===== src/rtl/state_led_pkg.sv =====
// Shared types and defaults for the STATE_LED1 blink-code arbiter.
package state_led_pkg;

  typedef enum logic [1:0] {
    ST_IDLE = 2'd0,
    ST_ON   = 2'd1,
    ST_OFF  = 2'd2,
    ST_GAP  = 2'd3
  } state_t;

  localparam int CODE_W        = 4;
  localparam int DEF_TICK_DIV  = 20000;
  localparam int DEF_ON_TICKS  = 200;
  localparam int DEF_OFF_TICKS = 300;
  localparam int DEF_GAP_TICKS = 1500;

  function automatic int max3(input int a, input int b, input int c);
    int m;
    m = (a > b) ? a : b;
    return (m > c) ? m : c;
  endfunction

endpackage


===== src/rtl/led_code_arb.sv =====
// Combinational winner select among level requests.
// STATE_LED_RR_ARB_EN selects round-robin from the last grant; otherwise fixed priority, index 0 highest.
module led_code_arb #(
  parameter int NUM_REQ = 4,
  parameter int ID_W    = $clog2(NUM_REQ)
) (
  input  logic [NUM_REQ-1:0] i_req,
`ifdef STATE_LED_RR_ARB_EN
  input  logic [ID_W-1:0]    i_last_grant,
`endif
  output logic               o_any,
  output logic [ID_W-1:0]    o_winner
);

  assign o_any = |i_req;

`ifdef STATE_LED_RR_ARB_EN
  logic            w_found;
  logic [ID_W-1:0] w_idx;

  // Search starts one past the last grant so every requester gets a turn.
  always_comb begin
    // NOTE: every comb output gets a default first, so no path can infer a latch.
    o_winner = '0;
    w_found  = 1'b0;
    w_idx    = '0;
    for (int k = 1; k <= NUM_REQ; k++) begin
      w_idx = ID_W'((int'(i_last_grant) + k) % NUM_REQ);
      if (!w_found && i_req[w_idx]) begin
        w_found  = 1'b1;
        o_winner = w_idx;
      end
    end
  end
`else
  // Scanning downward leaves the lowest requesting index as the winner.
  always_comb begin
    o_winner = '0;
    for (int i = NUM_REQ - 1; i >= 0; i--) begin
      if (i_req[ID_W'(i)]) o_winner = ID_W'(i);
    end
  end
`endif

endmodule


===== src/rtl/state_led_code_arbiter.sv =====
// Plays N-pulse blink codes from several requesters on one LED pin; passes led_in through when idle.
// Arbitration mode is selected by STATE_LED_RR_ARB_EN (defined = round-robin, undefined = fixed priority).
module state_led_code_arbiter
  import state_led_pkg::*;
#(
  parameter int NUM_REQ   = 4,
  parameter int TICK_DIV  = DEF_TICK_DIV,
  parameter int ON_TICKS  = DEF_ON_TICKS,
  parameter int OFF_TICKS = DEF_OFF_TICKS,
  parameter int GAP_TICKS = DEF_GAP_TICKS
) (
  input  logic                        clk_20mhz,
  input  logic                        rst,
  input  logic                        enable,
  input  logic [NUM_REQ-1:0]          req,
  input  logic [CODE_W*NUM_REQ-1:0]   code,
  input  logic                        led_in,
  output logic                        led_out,
  output logic                        busy,
  output logic [$clog2(NUM_REQ)-1:0]  grant_id,
  output logic [NUM_REQ-1:0]          done
);

  localparam int ID_W   = $clog2(NUM_REQ);
  localparam int TICK_W = (TICK_DIV > 1) ? $clog2(TICK_DIV) : 1;
  localparam int PH_W   = $clog2(max3(ON_TICKS, OFF_TICKS, GAP_TICKS) + 1);

  state_t              r_state, w_state_nxt;
  logic [TICK_W-1:0]   r_tick_cnt;
  logic [PH_W-1:0]     r_phase_cnt, w_phase_lim;
  logic [CODE_W-1:0]   r_pulse_cnt, w_win_code;
  logic [ID_W-1:0]     r_grant_id, w_winner;
  logic [NUM_REQ-1:0]  r_done;
  logic                r_led_out;
  logic                w_any, w_tick, w_phase_end;
  logic                w_grant, w_on_end, w_gap_done;

  led_code_arb #(.NUM_REQ(NUM_REQ), .ID_W(ID_W)) u_arb (
    .i_req        (req),
`ifdef STATE_LED_RR_ARB_EN
    .i_last_grant (r_grant_id),
`endif
    .o_any        (w_any),
    .o_winner     (w_winner)
  );

  always_comb begin
    w_win_code = '0;
    for (int i = 0; i < NUM_REQ; i++) begin
      if (w_winner == ID_W'(i)) w_win_code = code[i*CODE_W +: CODE_W];
    end
  end

  always_comb begin
    w_phase_lim = '0;
    case (r_state)
      ST_ON:   w_phase_lim = PH_W'(ON_TICKS - 1);
      ST_OFF:  w_phase_lim = PH_W'(OFF_TICKS - 1);
      ST_GAP:  w_phase_lim = PH_W'(GAP_TICKS - 1);
      default: w_phase_lim = '0;
    endcase
  end

  assign w_tick      = (r_tick_cnt == TICK_W'(TICK_DIV - 1));
  assign w_phase_end = w_tick && (r_phase_cnt == w_phase_lim);

  // Dropping enable aborts from any state without a done pulse.
  always_comb begin
    w_state_nxt = r_state;
    w_grant     = 1'b0;
    w_on_end    = 1'b0;
    w_gap_done  = 1'b0;
    if (!enable) begin
      w_state_nxt = ST_IDLE;
    end else begin
      case (r_state)
        ST_IDLE: if (w_any) begin
          w_grant = 1'b1;
          if (w_win_code != '0) w_state_nxt = ST_ON;
        end
        ST_ON: if (w_phase_end) begin
          w_on_end    = 1'b1;
          w_state_nxt = (r_pulse_cnt == CODE_W'(1)) ? ST_GAP : ST_OFF;
        end
        ST_OFF: if (w_phase_end) w_state_nxt = ST_ON;
        ST_GAP: if (w_phase_end) begin
          w_gap_done  = 1'b1;
          w_state_nxt = ST_IDLE;
        end
        default: w_state_nxt = ST_IDLE;
      endcase
    end
  end

  // NOTE: sequential state uses non-blocking assignments so all registers update from pre-edge values.
  always_ff @(posedge clk_20mhz or posedge rst) begin
    if (rst) begin
      r_state     <= ST_IDLE;
      r_tick_cnt  <= '0;
      r_phase_cnt <= '0;
      r_pulse_cnt <= '0;
      r_grant_id  <= '0;
      r_done      <= '0;
      r_led_out   <= 1'b0;
    end else begin
      r_state <= w_state_nxt;
      r_done  <= '0;

      // Prescaler restarts on every state entry so each phase has exact length.
      if ((w_state_nxt != r_state) || (r_state == ST_IDLE)) begin
        r_tick_cnt  <= '0;
        r_phase_cnt <= '0;
      end else if (w_tick) begin
        r_tick_cnt  <= '0;
        r_phase_cnt <= r_phase_cnt + PH_W'(1);
      end else begin
        r_tick_cnt  <= r_tick_cnt + TICK_W'(1);
      end

      if (w_grant) begin
        r_grant_id  <= w_winner;
        r_pulse_cnt <= w_win_code;
        if (w_win_code == '0) r_done <= NUM_REQ'(1) << w_winner;
      end else if (w_on_end) begin
        r_pulse_cnt <= r_pulse_cnt - CODE_W'(1);
      end

      if (w_gap_done) r_done <= NUM_REQ'(1) << r_grant_id;

      case (r_state)
        ST_IDLE: r_led_out <= led_in;
        ST_ON:   r_led_out <= 1'b1;
        default: r_led_out <= 1'b0;
      endcase
    end
  end

  assign led_out  = r_led_out;
  assign busy     = (r_state != ST_IDLE);
  assign grant_id = r_grant_id;
  assign done     = r_done;

endmodule


===== config.mk =====
export PLATFORM = sky130hd
export DESIGN_NAME = state_led_code_arbiter
export DESIGN_NICKNAME = d
export VERILOG_FILES = /design/src/rtl/state_led_pkg.sv /design/src/rtl/led_code_arb.sv /design/src/rtl/state_led_code_arbiter.sv
export SDC_FILE = /design/constraint.sdc
export NUM_CORES = 1
export LEC_CHECK = 0
export ABC_CLOCK_PERIOD_IN_PS = 4800
export CORE_MARGIN = 1.5
export CORE_UTILIZATION = 58
export CTS_CLUSTER_SIZE = 20
export DETAILED_ROUTE_END_ITERATION = 7
export HOLD_SLACK_MARGIN = 0.06
export PLACE_DENSITY = 0.82
export SKIP_LAST_GASP = 1
export SYNTH_ARGS = -nofsm -noshare
export SYNTH_HDL_FRONTEND = slang
export SYNTH_SLANG_ARGS = --single-unit

===== constraint.sdc =====
create_clock -name clk_20mhz -period 4.8 [get_ports clk_20mhz]
set_input_delay 1.2 -clock clk_20mhz [delete_from_list [all_inputs] [get_ports clk_20mhz]]
set_output_delay 1.2 -clock clk_20mhz [all_outputs]
set_load 0.05 [all_outputs]

Yosys cells after proc, flatten, opt, wreduce, memory -nomap -nowiden:

Index checks and enable logic that the tools add are counted.

* word-level logic and storage cells: 65
* flip-flop bits (word level): 39

* equal/unequal tests: 10
* mux-type cells: 33
* shifts and indexed selects: 2
* add/subtract/negate cells: 3
* reduce and logical (&&, ||, !) cells: 10

Operators by type and width (number)
* 4-bit 2-to-1 mux: 9
* 11-bit one-hot mux with 3 select lines: 1
* 15-bit 2-to-1 mux: 2
* 11-bit 2-to-1 mux: 2
* 2-bit 2-to-1 mux: 8
* 15-bit by 1-bit adder with 15-bit output, second input constant: 1
* 15-bit equality test, second input constant: 1
* 11-bit by 1-bit adder with 11-bit output, second input constant: 1
* 11-bit equality test: 1
* 1-bit 2-to-1 mux: 9
* 2-bit equality test, second input constant: 4
* 2-bit one-hot mux with 4 select lines: 1
* 1-bit by 2-bit left shift with 4-bit output, first input constant: 2
* 2-bit nonzero test: 3
* 2-bit by 1-bit equality test with 1-bit output, second input constant: 2
* 4-bit by 1-bit equality test with 1-bit output, second input constant: 1
* 2-bit zero test: 2
* 4-bit zero test: 1
* 4-bit nonzero test: 1
* 4-bit OR reduction: 1
* 4-bit by 1-bit subtractor with 4-bit output, second input constant: 1
* 2-bit inequality test: 1
* 1-bit one-hot mux with 2 select lines: 1
* 1-bit logical AND: 1
* 1-bit logical OR: 1

Depth between registers and ports, before layout:

* depth in word-level cells: 15
* depth in mapped cells: 8

Modules after synthesis:

Synthesis repeated with hierarchy kept, for this count alone.

* cells, all modules: 228
* area, all modules: 2159.6 um2

By module, submodules not included
* state_led_code_arbiter: cells each 224, seq. area each 975.9 um2, area each 2137.0 um2, times used 1
* led_code_arb: cells each 4, seq. area each 0.0 um2, area each 22.5 um2, times used 1

Worst setup path after synthesis:

No wires, ideal clock.

* kind: input to register
* start: in req[0]
* end: reg r_grant_id[0], in the netlist grant_id[0]
* cell stages on the path: 6
* library setup time: 118 ps
* arrival time: 2337 ps
* setup slack: 2345 ps
* data required time: 4682 ps
* path through: clkbuf_1 > nor4_1 > nand3b_1 > clkbuf_1 > nor2_1 > a21o_1

* word-level cells in the longest chain between the ends: 4
* elaborated cells on any way between the ends: 5

Ends and longest elaborated chain
* from (decl): RTL line state_led_code_arbiter.sv:15 `input logic [NUM_REQ-1:0] req,`
* 4-bit OR reduction: RTL line led_code_arb.sv:15 `assign o_any = |i_req;`
* 1-bit 2-to-1 mux: RTL line state_led_code_arbiter.sv:77 `ST_IDLE: if (w_any) begin`
* 1-bit 2-to-1 mux: RTL line state_led_code_arbiter.sv:76 `case (r_state)`
* 1-bit 2-to-1 mux: RTL line state_led_code_arbiter.sv:73 `if (!enable) begin`
* to (signal assigned): RTL line state_led_code_arbiter.sv:121 `r_grant_id <= w_winner;`
* to (decl): RTL line state_led_code_arbiter.sv:32 `logic [ID_W-1:0] r_grant_id, w_winner;`

Several ways; a longest one is shown, not always the timed one.
A chain may end at the register's enable or synchronous reset.

Worst setup path in the final report:

* start: reg r_state[1]
* end: out busy

* word-level cells in the longest chain between the ends: 1

Ends and longest elaborated chain
* from (decl): RTL line state_led_code_arbiter.sv:28 `state_t r_state, w_state_nxt;`
* from (signal assigned): RTL line state_led_code_arbiter.sv:106 `r_state <= w_state_nxt;`
* 2-bit nonzero test: RTL line state_led_code_arbiter.sv:139 `assign busy = (r_state != ST_IDLE);`
* to (decl): RTL line state_led_code_arbiter.sv:19 `output logic busy,`

Every way passes these cells.

==> results_dict.tcl <==
set metrics [dict create \
    outcome "complete, no violations" \
    cp_max_fo 19 \
    rsz0062_at_grt "false" \
    antenna_found_initial 0 \
    crit_required_ns 3.60 \
    yosys_most_used_dff "dfrtp_1" \
    cts.reportedPaths.clkPinSlew_ns 0.08 \
    postSynthAreaPerCell_um2 9.15 \
    grt_pass1_wl_um 7080 \
    slowest_delay_ns 0.81 \
    clk_latency_ns 0.30 \
    postCtsSetupRepairBufs 0 \
    fin_tns_setup_ns 0 \
    area_growth_pct 14.0 \
    synth_edf_count 0 \
    drtPass1Iterations 4 \
    cts_tree "yes" \
    die_area_mm2 0.00406 \
    netlist_instances 234 \
    drtIter0Drc 122 \
    grt_max_degree 37 \
    netlist_area_mm2 0.00214 \
    mostFrequentLayoutCells "36 x dfrtp_1, 33 x nor2_1, 20 x clkdlybuf4s50_1" \
    cts_max_level 2 \
    grt_pass1_vias 1584 \
    fin_crit_sh 0.680 \
    critPathSlowestCell "clkdlybuf4s50_1" \
    wirelength_um 4090 \
    drive_gt1_frac 0.0600 \
    clkSinkCount 36 \
    vdd_ir_drop_max_mv 0.265 \
    crit_chain "nor2_1, inv_1, clkdlybuf4s50_1" \
    coreArea_mm2 0.00344 \
    drc 0 \
    die_y_um 63.8 \
    setup_violations 0 \
    cts_root_buf "clkbuf_8" \
    ys_seq_area_frac 0.421 \
    synth-adder-area-share 0.0234 \
    cts_hold_buf 0 \
    synthXorXnorAreaFrac 0.0859 \
    synth_simple_gate_area_frac 0.312 \
    synth-compound-area-share 0.101 \
    synthMuxAreaShare 0 \
    synth-async-reset-ratio 1.00 \
    synth_top_area_frac 0.421 \
    dp_hpwl_um 2850 \
    tightest_slew_ns 0.828 \
    start_util 0.622 \
    synth_area_leaders "dfrtp_1 42%, nor2_1 5.8%, xor2_1 4.9%" \
    antenna_cells 0 \
    port_buffers 20 \
    max_slew_margin 0.444 \
    ys_seq_elements 36 \
    ant_nets 0 \
    layout_commonest_cell "dfrtp_1" \
    path_class "flop to output port" \
    grt.total_usage 0.223 \
    synth_top_area_cell "dfrtp_1" \
    rows 21 \
    drt-wirelength-per-cell_um 13.8 \
    arrival_ns 2.06 \
    critPathLaunchType "flop" \
    num_vias 1705 \
    ctsResizeCount 0 \
    cts_buffer_depth 2 \
    fin_crit_ns 3.26 \
    final-max-slew-violation-count 0 \
    avgViaCountPerCell 5.76 \
    boundaryPins 32 \
    timing.final.hold_violations 0 \
    overflow 0 \
    maxCapViolCount 0 \
    fin_worst_skew_ns 0.00776 \
    end_kind "output port" \
    p_per_area_mw_per_mm2 278 \
    p_leak_nw 0.976 \
    ys_types 48 \
    holdWs_ns 0.508 \
    synth_top_family_by_area "simple AND/OR/NAND/NOR gates" \
    min_path_type "flop to flop" \
    fmax_mhz 306 \
    cts_buffers 5 \
    die_x_um 63.8 \
    gp_congestion 0.864 \
    fin_nets 277 \
    yosys_warnings 0 \
]
==> Yosys cell counts (3+ instances only) <==
master / number
o41ai_1: 3
xnor2_1: 9
buf_2: 5
clkbuf_1: 4
a21oi_1: 6
buf_4: 3
a31oi_1: 4
ha_1: 4
nand2_1: 10
o21ai_1: 4
inv_1: 8
nor2_1: 33
or3_1: 4
and2_1: 3
a211oi_1: 4
xor2_1: 12
nor3_1: 7
dfrtp_1: 36
nand4_1: 11
nand4b_1: 3
nand3_1: 7
nor2b_1: 4
o21ai_0: 4
or4_1: 4
and3_1: 9
nor3b_1: 3
==> cell type report <==
class | count | area, µm²
repair buffers | 21 | 208
fillers | 268 | 1000
inverters | 8 | 30.0
multi-input cells | 177 | 1130
well taps | 46 | 57.6
clock buffers | 5 | 68.8
clock inverters | 3 | 46.3
flip-flops and latches | 36 | 901
==> sequential cells by signal, summed over array words and instances, names as in the netlist <==
signal       cells
grant_id         1
r_tick_cnt      15
r_pulse_cnt      4
r_state          2
led_out          1
done             2
r_phase_cnt     11
==> final timing paths <==
| check | startpoint | end | slack, ns | depth (start not counted) |
|---|---|---|---|---|
| max | r_state[1]$_DFF_PP0_ | busy | 1.54 | 3 |
| min | r_tick_cnt[0]$_DFF_PP0_ | r_tick_cnt[0]$_DFF_PP0_ | 0.51 | 1 |
| max reg2reg | r_tick_cnt[0]$_DFF_PP0_ | r_phase_cnt[3]$_DFFE_PP0P_ | 2.24 | 6 |
| min reg2reg | r_tick_cnt[0]$_DFF_PP0_ | r_tick_cnt[0]$_DFF_PP0_ | 0.51 | 1 |
| max in group asynchronous | rst | r_phase_cnt[2]$_DFFE_PP0P_ | 3.18 | 3 |
| min in group asynchronous | rst | done[0]$_DFF_PP0_ | 1.30 | 3 |
==> logic make-up after synthesis <==
kind of cell	count (synthesis)
AOI/OAI and AO/OA	33
xor gates and xnor gates	21
adders and majority gates	4
buffers and inverters	23
DFF	36
other	1
and+or+nand+nor	116
==> through the flow <==
stage / std cells / cell area, µm² / utilization / total power, mW / setup WS, ns
after floorplan: 236 / 2150 / - / 0.382 / 2.34
after global placement: 288 / 2320 / 0.675 / 0.406 / 1.81
after detailed placement: 288 / 2320 / 0.675 / 0.407 / 1.83
after CTS: 296 / 2440 / 0.709 / 0.681 / 1.55
after global routing: 296 / 2440 / 0.709 / 0.703 / 1.47
final: 296 / 2440 / 0.709 / 0.678 / 1.54
==> critical path: cells and delay by family, from the launching register on <==
family / cells / cell delay (ns)
flops: 1 / 0.71
buf+inv: 2 / 0.91
simple gates: 1 / 0.14
==> metal layers <==
layer / wire [µm] / vias up / GRT usage
li1: - / 857 / -
met1: 2030 / 804 / 0.301
met2: 1810 / 42 / 0.338
met3: 218 / 2 / 0.0757
met4: 34 / 0 / 0.0734
met5: 0 / - / 0
==> where the power goes <==
group	leakage (nW)	switching (mW)	internal [mW]	total [mW]
sequential	0.483	0.0110	0.312	0.323
combinational	0.438	0.0457	0.0323	0.0780
clock	0.0548	0.120	0.156	0.277
total	0.976	0.177	0.501	0.678
No activity file was read; power rests on OpenSTA's default activity.
==> RTL edit, RTL diff (same settings) <==
Put one more register stage on the output `led_out`, without a reset. The value now appears one clock later. The other outputs are not delayed to match.
--- a/src/rtl/state_led_code_arbiter.sv
+++ b/src/rtl/state_led_code_arbiter.sv
@@ -135,7 +135,9 @@
     end
   end
 
-  assign led_out  = r_led_out;
+  always_ff @(posedge clk_20mhz) begin
+    led_out <= r_led_out;
+  end
   assign busy     = (r_state != ST_IDLE);
   assign grant_id = r_grant_id;
   assign done     = r_done;
Check against the original RTL: not equivalent (Yosys sat finds a counterexample within 4 cycles, from zero or initial values and one cycle with rst high).
==> RTL edit against the unedited design <==
- sequential cell count is 1 higher
- maximum frequency up 1.2%
- largest power group unchanged
- wire length is 3.5% lower
- core utilization down 0.60 points
- critical path depth is the same
- total power shrank 12%
- synthesized area decreased by 2.2%
- worst setup slack better by 0.040 ns
- design area down 2.4%
- first-iteration DRC count shrank 41%
==> RTL edit: results (changes against the unedited design) <==
[critical_path]
crit_fanout = 14  ; -5
r2r-end = r_phase_cnt[0]
rrSetupSlack_ns = 2.04  ; -0.20 ns
cp.arrival_ns = 2.03  ; -0.03 ns
r2r_start = r_state[0]

[detailed_routing]
vias = 1687  ; -1.1%
drt-initial-drc-count = 72  ; -41%
dr_wl_met3_um = 107  ; -51%
routedWlPerCell_um = 13.3  ; -3.9%
drtPass1Iterations = 4  ; unchanged
met1_length_mm = 1.91  ; -6.1%
route.met2.wl_mm = 1.89  ; +4.4%

[clocking]
worst_skew_pair.late_latency_ns = 0.34  ; +0.04 ns
clkSlewWorstSetupHoldPaths_ns = 0.11  ; +0.03 ns
cts_root_buf = clkbuf_4

[min_path]
min_to = led_out
min_from = r_led_out
hold_depth = 0  ; -1

[placement]
dpl.hpwl_mm = 2.84  ; -0.46%
place_area_mm2 = 0.00231  ; -0.54%
place_congestion = 0.822  ; -4.9%
dp_slack_ns = 1.57  ; -0.254 ns

[sta]
final.setup_skew_ns = 0.00444  ; -0.00332 ns
relSlewSlack_pct = 36.9  ; -7.6 points
fin_crit_ns = 3.23  ; -0.0396 ns
maxSlewViolCount = 0  ; unchanged

[power_and_ir_drop]
power_leakage_nw = 0.993  ; +1.7%
ir_drop_mv = 0.155  ; -42%
internal-power_w = 0.000439  ; -12%

[synthesis]
seq_area_frac_synth_pct = 44.0  ; +1.9 points
synthAdderAreaFrac_pct = 2.39  ; +0.053 points
ys_top_cells_by_area = dfrtp_1 (43%), nor2_1 (6.8%), xor2_1 (5.4%)
synthArstFlopShare_pct = 97.3  ; -2.7 points
muxShareOfSynthArea_pct = 1.91  ; +1.9 points
yosysUniqueCellTypes = 44  ; -8.3%
synth_xor_area_share_pct = 8.79  ; +0.20 points
netlist_top_cells_count = nor2_1 (38), dfrtp_1 (36), nand2_1 (20)
synth_compound_area_share_pct = 9.62  ; -0.49 points

[cells_and_area]
num-fill-cells = 264  ; -1.5%
nets = 278  ; +0.36%
drive_gt1_share_pct = 6.37  ; +0.37 points

[global_route]
grt_use_met3_pct = 5.18  ; -2.4 points
use_met1_pct = 29.4  ; -0.65 points
track_usage_pct = 22.0  ; -0.32 points
grt_pass1_vias = 1598  ; +0.88%
grt_pass1_wl_mm = 6.91  ; -2.4%
use_met2_pct = 34.3  ; +0.49 points

[status]
outcome = finished clean

[RTL edit: area by class of cell]
class	count	area, µm²	area share (%)
Multi-Input combinational cell	177	1100	46.0
Sequential cell	37	921	38.7
Timing Repair Buffer	21	208	8.72
Clock buffer	7	65.1	2.73
Tap cell	46	57.6	2.42
Inverter	8	30.0	1.26
Clock inverter	1	5.00	0.210
[RTL edit: critical path, cell delays in order, from the launching register on]
cell	delay (ns)
dfrtp_1	0.63
nor2_1	0.18
inv_1	0.08
clkdlybuf4s50_1	0.79
[RTL edit: kinds of logic after synthesis]
group | after synthesis
other cells | 1
mux | 4
flops | 37
xor+xnor | 21
compound gates | 29
simple gates | 116
fa+ha+maj | 4
buf+inv | 19
[RTL edit: per-stage QoR]
stage                     util, %  hold slack [ns]  power (W)  cells
after floorplan                 -            0.324   0.000392    233
final                        70.3            0.350   0.000598    297
after detailed placement     68.2            0.331   0.000419    289
after CTS                    70.3            0.354   0.000604    297
after global routing         70.3            0.355   0.000629    297
after global placement       68.2            0.325   0.000417    289
[RTL edit: worst max-delay path by stage]
| stage | start | end | cells past startpoint |
|---|---|---|---|
| 3_3_place_gp | req[0] | r_pulse_cnt[2] | 6 |
| 3_5_place_dp | req[0] | r_pulse_cnt[2] | 6 |
| 6_report | r_state[0] | busy | 3 |
| 4_1_cts | r_state[0] | busy | 3 |
| 5_1_grt | r_state[0] | busy | 3 |
| 2_1_floorplan | req[0] | done[1] | 7 |
[RTL edit: power by group through the flow]
stage	combinational, W	clock [W]	sequential (W)
finish	0.0000819	0.000185	0.000331
global route	0.0000909	0.000206	0.000332
CTS	0.0000828	0.000191	0.000330
detailed placement	0.0000820	0	0.000337
global placement	0.0000807	0	0.000336
floorplan	0.0000518	0	0.000340
